File: config.mk
export PLATFORM = sky130hd
export DESIGN_NAME = vscale_hasti_arbiter
export DESIGN_NICKNAME = d
export VERILOG_FILES = /design/src/rtl/vscale_hasti_arbiter.sv
export SDC_FILE = /design/constraint.sdc
export NUM_CORES = 1
export LEC_CHECK = 0
export ABC_AREA = 1
export BUFFER_PORTS_ARGS = -buffer_cell sky130_fd_sc_hd__buf_2
export CORE_AREA = 2 2 133 135
export DETAILED_ROUTE_END_ITERATION = 12
export DIE_AREA = 0 0 135 137
export GPL_TIMING_DRIVEN = 0
export PLACE_DENSITY = 0.55
export SLEW_MARGIN = 20
export SYNTH_ARGS = -nofsm -noshare
export SYNTH_HDL_FRONTEND = slang
export SYNTH_SLANG_ARGS = --single-unit
File: constraint.sdc
create_clock -name clk -period 3.3 [get_ports clk]
set_clock_uncertainty 0.05 [all_clocks]
set_input_delay 0.66 -clock clk [delete_from_list [all_inputs] [get_ports clk]]
set_output_delay 0.66 -clock clk [all_outputs]
set_load 0.1 [all_outputs]
File: src/rtl/vscale_hasti_arbiter.sv
// Two-master / one-slave HASTI (AHB-Lite) arbiter: instruction bridge (m0) and data bridge (m1) share one slave.
// Define VSCALE_HASTI_ARB_RR_EN for round-robin arbitration; default is m1 priority with an m0 starvation guard.
module vscale_hasti_arbiter #(
    parameter int STARVE_LIMIT = 4
) (
    input  logic        clk,
    input  logic        reset,

    input  logic [31:0] m0_haddr,
    input  logic        m0_hwrite,
    input  logic [2:0]  m0_hsize,
    input  logic [2:0]  m0_hburst,
    input  logic        m0_hmastlock,
    input  logic [3:0]  m0_hprot,
    input  logic [1:0]  m0_htrans,
    input  logic [31:0] m0_hwdata,
    output logic [31:0] m0_hrdata,
    output logic        m0_hready,
    output logic        m0_hresp,

    input  logic [31:0] m1_haddr,
    input  logic        m1_hwrite,
    input  logic [2:0]  m1_hsize,
    input  logic [2:0]  m1_hburst,
    input  logic        m1_hmastlock,
    input  logic [3:0]  m1_hprot,
    input  logic [1:0]  m1_htrans,
    input  logic [31:0] m1_hwdata,
    output logic [31:0] m1_hrdata,
    output logic        m1_hready,
    output logic        m1_hresp,

    output logic [31:0] haddr,
    output logic        hwrite,
    output logic [2:0]  hsize,
    output logic [2:0]  hburst,
    output logic        hmastlock,
    output logic [3:0]  hprot,
    output logic [1:0]  htrans,
    output logic [31:0] hwdata,
    input  logic [31:0] hrdata,
    input  logic        hready,
    input  logic        hresp
);

    localparam logic [1:0] HTRANS_IDLE = 2'b00;

    // Per-master views so the address mux and ready logic index by master number
    logic [31:0] m_haddr     [2];
    logic        m_hwrite    [2];
    logic [2:0]  m_hsize     [2];
    logic [2:0]  m_hburst    [2];
    logic        m_hmastlock [2];
    logic [3:0]  m_hprot     [2];
    logic [1:0]  m_htrans    [2];
    logic [31:0] m_hwdata    [2];
    logic [1:0]  m_req;

    assign m_haddr[0]     = m0_haddr;
    assign m_haddr[1]     = m1_haddr;
    assign m_hwrite[0]    = m0_hwrite;
    assign m_hwrite[1]    = m1_hwrite;
    assign m_hsize[0]     = m0_hsize;
    assign m_hsize[1]     = m1_hsize;
    assign m_hburst[0]    = m0_hburst;
    assign m_hburst[1]    = m1_hburst;
    assign m_hmastlock[0] = m0_hmastlock;
    assign m_hmastlock[1] = m1_hmastlock;
    assign m_hprot[0]     = m0_hprot;
    assign m_hprot[1]     = m1_hprot;
    assign m_htrans[0]    = m0_htrans;
    assign m_htrans[1]    = m1_htrans;
    assign m_hwdata[0]    = m0_hwdata;
    assign m_hwdata[1]    = m1_hwdata;
    assign m_req          = {m1_htrans[1], m0_htrans[1]};

    logic        hold_q, hold_d;
    logic        hold_sel_q, hold_sel_d;
    logic        dvalid_q, dvalid_d;
    logic        downer_q, downer_d;
    logic [1:0]  rbuf_valid_q, rbuf_valid_d;
    logic [31:0] rbuf_data_q [2];
    logic [31:0] rbuf_data_d [2];
    logic [1:0]  rbuf_resp_q, rbuf_resp_d;

    logic        arb_sel;
    logic        addr_sel;
    logic        rbuf_block;
    logic        xfer;

    logic [1:0]  dphase;
    logic [1:0]  data_done;
    logic [1:0]  addr_ok;
    logic [1:0]  mready;
    logic [1:0]  capture;
    logic [31:0] m_hrdata_o [2];
    logic [1:0]  m_hresp_o;

`ifdef VSCALE_HASTI_ARB_RR_EN
    logic last_q, last_d;

    always_comb begin
        if (m_req == 2'b11) begin
            arb_sel = ~last_q;
        end else begin
            arb_sel = m_req[1];
        end
    end
`else
    localparam int CW = (STARVE_LIMIT > 0) ? $clog2(STARVE_LIMIT + 1) : 1;
    localparam logic [CW-1:0] LIMIT = CW'(STARVE_LIMIT);

    logic [CW-1:0] starve_cnt_q, starve_cnt_d;

    always_comb begin
        arb_sel = m_req[1] && (!m_req[0] || (starve_cnt_q < LIMIT) || (STARVE_LIMIT == 0));
    end
`endif

    assign addr_sel = hold_q ? hold_sel_q : arb_sel;

    // A buffered response that cannot be handed over this cycle keeps its master's next
    // address off the bus, so the grant is free to move while the other data phase stalls.
    assign rbuf_block = !hold_q && rbuf_valid_q[addr_sel] && !hready;

    assign haddr     = m_haddr[addr_sel];
    assign hwrite    = m_hwrite[addr_sel];
    assign hsize     = m_hsize[addr_sel];
    assign hburst    = m_hburst[addr_sel];
    assign hmastlock = m_hmastlock[addr_sel];
    assign hprot     = m_hprot[addr_sel];
    assign htrans    = (m_req[addr_sel] && !rbuf_block) ? m_htrans[addr_sel] : HTRANS_IDLE;
    assign hwdata    = dvalid_q ? m_hwdata[downer_q] : 32'h0;

    assign xfer = hready && (htrans != HTRANS_IDLE);

    generate
        for (genvar gi = 0; gi < 2; gi++) begin : g_master
            assign dphase[gi]    = dvalid_q && (downer_q == 1'(gi));
            assign data_done[gi] = !dphase[gi] || hready || rbuf_valid_q[gi];
            assign addr_ok[gi]   = !m_req[gi] || ((addr_sel == 1'(gi)) && hready);
            assign mready[gi]    = data_done[gi] && addr_ok[gi];
            // Data phase finished while this master is still parked in a lost address phase
            assign capture[gi]   = dphase[gi] && hready && !addr_ok[gi];

            assign rbuf_valid_d[gi] = mready[gi] ? 1'b0 : (capture[gi] ? 1'b1 : rbuf_valid_q[gi]);
            assign rbuf_data_d[gi]  = capture[gi] ? hrdata : rbuf_data_q[gi];
            assign rbuf_resp_d[gi]  = capture[gi] ? hresp : rbuf_resp_q[gi];

            assign m_hrdata_o[gi] = rbuf_valid_q[gi] ? rbuf_data_q[gi] : hrdata;
            assign m_hresp_o[gi]  = rbuf_valid_q[gi] ? rbuf_resp_q[gi] : (dphase[gi] && hresp);
        end
    endgenerate

    assign m0_hrdata = m_hrdata_o[0];
    assign m1_hrdata = m_hrdata_o[1];
    assign m0_hready = mready[0];
    assign m1_hready = mready[1];
    assign m0_hresp  = m_hresp_o[0];
    assign m1_hresp  = m_hresp_o[1];

    always_comb begin
        hold_d     = hold_q;
        hold_sel_d = hold_sel_q;
        dvalid_d   = dvalid_q;
        downer_d   = downer_q;
        if (hready) begin
            hold_d   = 1'b0;
            dvalid_d = (htrans != HTRANS_IDLE);
            downer_d = addr_sel;
        end else if (htrans != HTRANS_IDLE) begin
            hold_d     = 1'b1;
            hold_sel_d = addr_sel;
        end
    end

`ifdef VSCALE_HASTI_ARB_RR_EN
    always_comb begin
        last_d = last_q;
        if (xfer) begin
            last_d = addr_sel;
        end
    end
`else
    always_comb begin
        starve_cnt_d = starve_cnt_q;
        if (xfer && !addr_sel) begin
            starve_cnt_d = '0;
        end else if (xfer && addr_sel && m_req[0] && (starve_cnt_q != LIMIT)) begin
            starve_cnt_d = starve_cnt_q + 1'b1;
        end
    end
`endif

    always_ff @(posedge clk) begin
        if (reset) begin
            hold_q         <= 1'b0;
            hold_sel_q     <= 1'b0;
            dvalid_q       <= 1'b0;
            downer_q       <= 1'b0;
            rbuf_valid_q   <= 2'b00;
            rbuf_data_q[0] <= 32'h0;
            rbuf_data_q[1] <= 32'h0;
            rbuf_resp_q    <= 2'b00;
`ifdef VSCALE_HASTI_ARB_RR_EN
            last_q         <= 1'b0;
`else
            starve_cnt_q   <= '0;
`endif
        end else begin
            hold_q         <= hold_d;
            hold_sel_q     <= hold_sel_d;
            dvalid_q       <= dvalid_d;
            downer_q       <= downer_d;
            rbuf_valid_q   <= rbuf_valid_d;
            rbuf_data_q[0] <= rbuf_data_d[0];
            rbuf_data_q[1] <= rbuf_data_d[1];
            rbuf_resp_q    <= rbuf_resp_d;
`ifdef VSCALE_HASTI_ARB_RR_EN
            last_q         <= last_d;
`else
            starve_cnt_q   <= starve_cnt_d;
`endif
        end
    end

endmodule

# Word level (Yosys, flattened, before mapping)
# Memory sizes are Yosys's and may differ from the RTL's.
# Index checks and enable logic that the tools add are counted.
# classes
n_addsub	1
n_lt_le_gt_ge	4
muxes	42
bitwise_logic	7
n_reduce_logical	44
eq_ne	1
# ops
op	n
32-bit two-way mux	13
1-bit logical AND	21
3-bit two-way mux	6
1-bit two-way mux	16
4-bit two-way mux	3
1-bit zero test	10
2-bit two-way mux	4
2-bit OR reduction	4
1-bit logical OR	7
2-bit greater-or-equal comparator, second input constant	2
1-bit inverter with 2-bit output	2
3-bit by 1-bit adder with 3-bit output, second input constant	1
3-bit less-than comparator, second input constant	1
3-bit != test, second input constant	1
1-bit inverter	3
1-bit by 2-bit less-than comparator with 1-bit output, second input constant	1
1-bit bitwise OR	2
2-bit AND reduction	1
2-bit nonzero test	1
# word_totals
out_inout_bits	146
wordCells	109
register_bits	11
mem_bits_rw	64
n_memories	1
# mem_list
name	depth	width	rd	rd_clocked_by_memory_dff	wr	line_no	source
rbuf_data_q	2	32	2	0	2	82	logic [31:0] rbuf_data_q [2];

# Longest topological paths before layout
# depth
ltp_word	16
depth_mapped	11
mapped_depth_nobuf	9

# Least setup slack after synthesis
# No wires, ideal clock.
# synth_timing
path_kind	in2out
startpoint	input port hready
endpoint	output port m1_hready
arrival_ps	3040
path_slack_ps	-450
path_stages	3
required_ps	2590
cell_sequence	buf_4 > nor2_1 > o21ai_0
# synth_between
elab_chain_len	3
word_cells_on_any_way	5
cone_classes	5 x reduce/logical
# synth_lines
item	line_no	source
from (decl)	42	input logic hready,
1-bit logical OR / 1-bit logical AND (equally long branches)	140, 141	
1-bit logical OR (on tied branches)	140, 141	
1-bit logical AND (*)	142	assign mready[gi] = data_done[gi] && addr_ok[gi];
to (decl)	30	output logic m1_hready,
# Mark *: on every way between the ends. The rest lies on a longest branch, timed or not.

# Worst setup path after layout
# layout_timing
startpoint	register rbuf_valid_q[1]
endpoint	output port m1_hrdata[27]
# layout_between
elab_chain_len	1
# layout_lines
item	line_no	source
from (decl)	81	logic [1:0] rbuf_valid_q, rbuf_valid_d;
from (signal assigned)	215	rbuf_valid_q <= rbuf_valid_d;
32-bit two-way mux	150	assign m_hrdata_o[gi] = rbuf_valid_q[gi] ? rbuf_data_q[gi] : hrdata;
to (decl)	29	output logic [31:0] m1_hrdata,
# No other way between the ends.

==> metrics.yaml <==
placed_design:
  placedInstanceArea_um2: 6560
  io_buffers: 335
  hpwlAfterDp_mm: 20.6
  gp_congestion: 0.902
logic_synthesis:
  ys_seq_elements: 75
  seq_area_frac_synth_pct: 32.7
  synth_compound_area_share_pct: 22.3
  netlist_area_um2: 4600
  synth_top_family_by_area: "simple AND/OR/NAND/NOR gates"
  synthXorXnorAreaFrac_pct: 0.190
  syn_area_per_cell_um2: 6.23
  syn-num-nets: 932
  synth_warnings: 0
  synthMuxAreaShare_pct: 0
  synthCells: 738
  synthAdderAreaFrac_pct: 0.544
  synth.distinct_cells: 25
  synth-simple-area-share_pct: 33.5
clock_tree:
  cts_setup_buffers: 0
  cts_tree: "built"
  holdBufCountCts: 0
  clock_latency_ps: 340
  numCtsBuffers: 9
  cts_resized: 0
  clock_path_buffers: 2
  ctsHtreeMaxLevel: 3
  clkSinkCount: 75
  cts-root-buf: "clkbuf_16"
  path_clk_slew_ps: 60
route:
  wl_per_cell_um: 18.6
  drt_wl_total_mm: 24.8
  post_drt_via_cell_ratio: 4.69
  num_vias: 6244
  ant_nets: 0
  drt_pass1_iterations: 5
  drcViolationCount: 0
  drt-initial-drc-count: 383
cells_and_area:
  final_common_cell: "buf_2"
  fin_nets: 1278
  final_area_um2: 6930
  drive_gt1_share_pct: 35.7
  register_area_um2: 1500
  synthToLayoutAreaGrowth_pct: 50.7
  most-common-layout-cells: "buf_2 (348), nand2_1 (254), nor2_1 (75), dfxtp_1 (75), o21ai_0 (67)"
  fill_cells: 1921
  multi_input_area_um2: 2600
worst_setup_path:
  cp-end-kind: "output port"
  crit_slowest_cell: "buf_2"
  r2r-end: "rbuf_data_q[0][5]"
  crit_buf_inv: 3
  reg2reg_from: "downer_q"
  max_stage_delay_ps: 520
  r2r_slack_ps: 1560
  cp.arrival_ps: 2340
  critical_path_class: "reg2out"
  critPathRequiredTime_ps: 2590
  ff2ff_path_depth: 7
  timing.critical_path.from: "rbuf_valid_q[1]"
  crit_top_cell: "clkbuf_1"
  crit_family: "buffers and inverters"
  crit_chain: "clkbuf_1 -> clkbuf_1 -> nand2_1 -> o21ai_0 -> buf_2"
  cp_max_fo: 10
  start_kind: "register"
die:
  die-area_um2: 18500
  die_w_um: 135
  rows: 48
  ios: 338
  die_y_um: 137
  core_um2: 17100
  start_util_pct: 27.0
sta:
  fin_crit_ps: 3050
  rsz0062_at_grt: "false"
  relSlewSlack_pct: 59.9
  slew_viol_final: 0
  clock.fmax_ghz: 0.328
  finalHoldViolations: 0
  fin_crit_sh_pct: 92.3
  setup_viol: 0
  whs_ps: 410
  worst_pin_slew_ps: 602
hold_path:
  min_from: "rbuf_data_q[0][29]"
  holdPathEnd: "rbuf_data_q[0][29]"
  hp-class: "reg2reg"
  holdPathStages: 2
global_route:
  gr-usage-all-layers_pct: 26.0
  antenna_found_initial: 27
  grt_pass1_wl_mm: 35.0
  grt_max_degree: 14
  globalRouteOverflowTotal: 0
  grt_pass1_vias: 5722
power_and_ir_drop:
  seq_power_share_pct: 26.1
  leakage_nw: 3.53
  p_int_mw: 1.86
  power_frac_comb_pct: 42.8
  power_mw: 3.53
  pwr-share-clk_pct: 31.0
  ir_worst_vdd_mv: 0.221
  p_sw_mw: 1.68
  p_sw_share_pct: 47.5
  powerDensity_nw_per_um2: 510
run_status:
  run_status: "complete, no violations"
flow_run:
  maxCapViolCount: 0
[worst register-to-register path: cells and delay by family, from the launching register on]
| kind | cells | cell delay [ps] |
|---|---|---|
| AO/OA/AOI/OAI | 1 | 170 |
| buffers and inverters | 4 | 930 |
| flip-flops | 1 | 320 |
| AND/OR/NAND/NOR | 2 | 200 |
[cells by family after synthesis]
logic type | after synthesis
and+or+nand+nor | 374
xor gates and xnor gates | 1
adders and majority gates | 2
DFF | 75
buffers and inverters | 111
AOI/OAI and AO/OA | 175
[layer usage]
layer	share of wire, %	vias to the layer above	routed length, um	global-route usage, %
li1	-	3123	-	-
met1	43	2801	10800	31.8
met2	44	272	10900	38.8
met3	10	36	2550	11.7
met4	1.9	12	467	11.6
met5	0.68	-	168	4.44
[flip-flops by register name, indices dropped and copies added, names as in the netlist]
signal	count
rbuf_resp_q	2
downer_q	1
rbuf_valid_q	2
starve_cnt_q	3
hold_q	1
rbuf_data_q	64
hold_sel_q	1
dvalid_q	1
[area by class of cell]
type                       count  area share, %
sequential                    75           21.7
inverter                      52           2.82
tap                          225           4.06
clock buffer                  11           3.50
clock inverter                 5           1.23
multi-input combinational    552           37.6
antenna                       17          0.614
timing repair buffer         335           24.2
buffer                        59           4.35
[worst max-delay path by stage]
stage,end,slack (ps),cells past startpoint
floorplan,m0_hrdata[0],-210,2
global placement,haddr[0],280,10
detailed placement,haddr[0],290,10
global route,m1_hrdata[27],120,5
finish,m1_hrdata[27],250,5
CTS,m1_hrdata[27],220,5
[metrics by stage]
stage               TNS, ps  utilization, %  setup slack [ps]  instances
detailed placement        0            38.5               287       1298
global route              0            40.6               121       1328
CTS                       0            40.4               224       1314
global placement          0            38.5               277       1298
finish                    0            40.6               254       1331
floorplan            -13620               -              -213        738
[power by group through the flow]
stage               registers (mW)  logic [mW]  clock network, mW
finish                       0.923        1.51               1.10
CTS                          0.923        1.51               1.10
global placement             0.943        1.51                  0
floorplan                    0.941        1.18                  0
detailed placement           0.943        1.51                  0
global route                 0.924        1.57               1.14
[synth_stat cells]
| master | count | area share (%) |
|---|---|---|
| buf_6 | 4 | 0.98 |
| buf_1 | 7 | 0.57 |
| o22ai_1 | 2 | 0.27 |
| a21oi_1 | 65 | 7.1 |
| nor2_1 | 75 | 6.1 |
| nand2_1 | 254 | 21 |
| buf_4 | 9 | 1.5 |
| clkbuf_1 | 26 | 2.1 |
| a211oi_2 | 1 | 0.27 |
| nand2_4 | 1 | 0.24 |
| a22o_1 | 32 | 6.1 |
| o21ai_0 | 69 | 7.5 |
| xor2_1 | 1 | 0.19 |
| inv_1 | 51 | 4.2 |
| nand3_4 | 2 | 0.76 |
| dfxtp_1 | 75 | 33 |
| o211ai_1 | 1 | 0.16 |
| inv_2 | 1 | 0.082 |
| a21oi_2 | 5 | 0.95 |
| nand2_2 | 1 | 0.14 |
| nand4_1 | 33 | 4.5 |
| buf_2 | 13 | 1.4 |
| nand3_1 | 7 | 0.76 |
| ha_1 | 2 | 0.54 |
| nand3_2 | 1 | 0.22 |
Note: power is estimated with default switching activity, not from simulation.
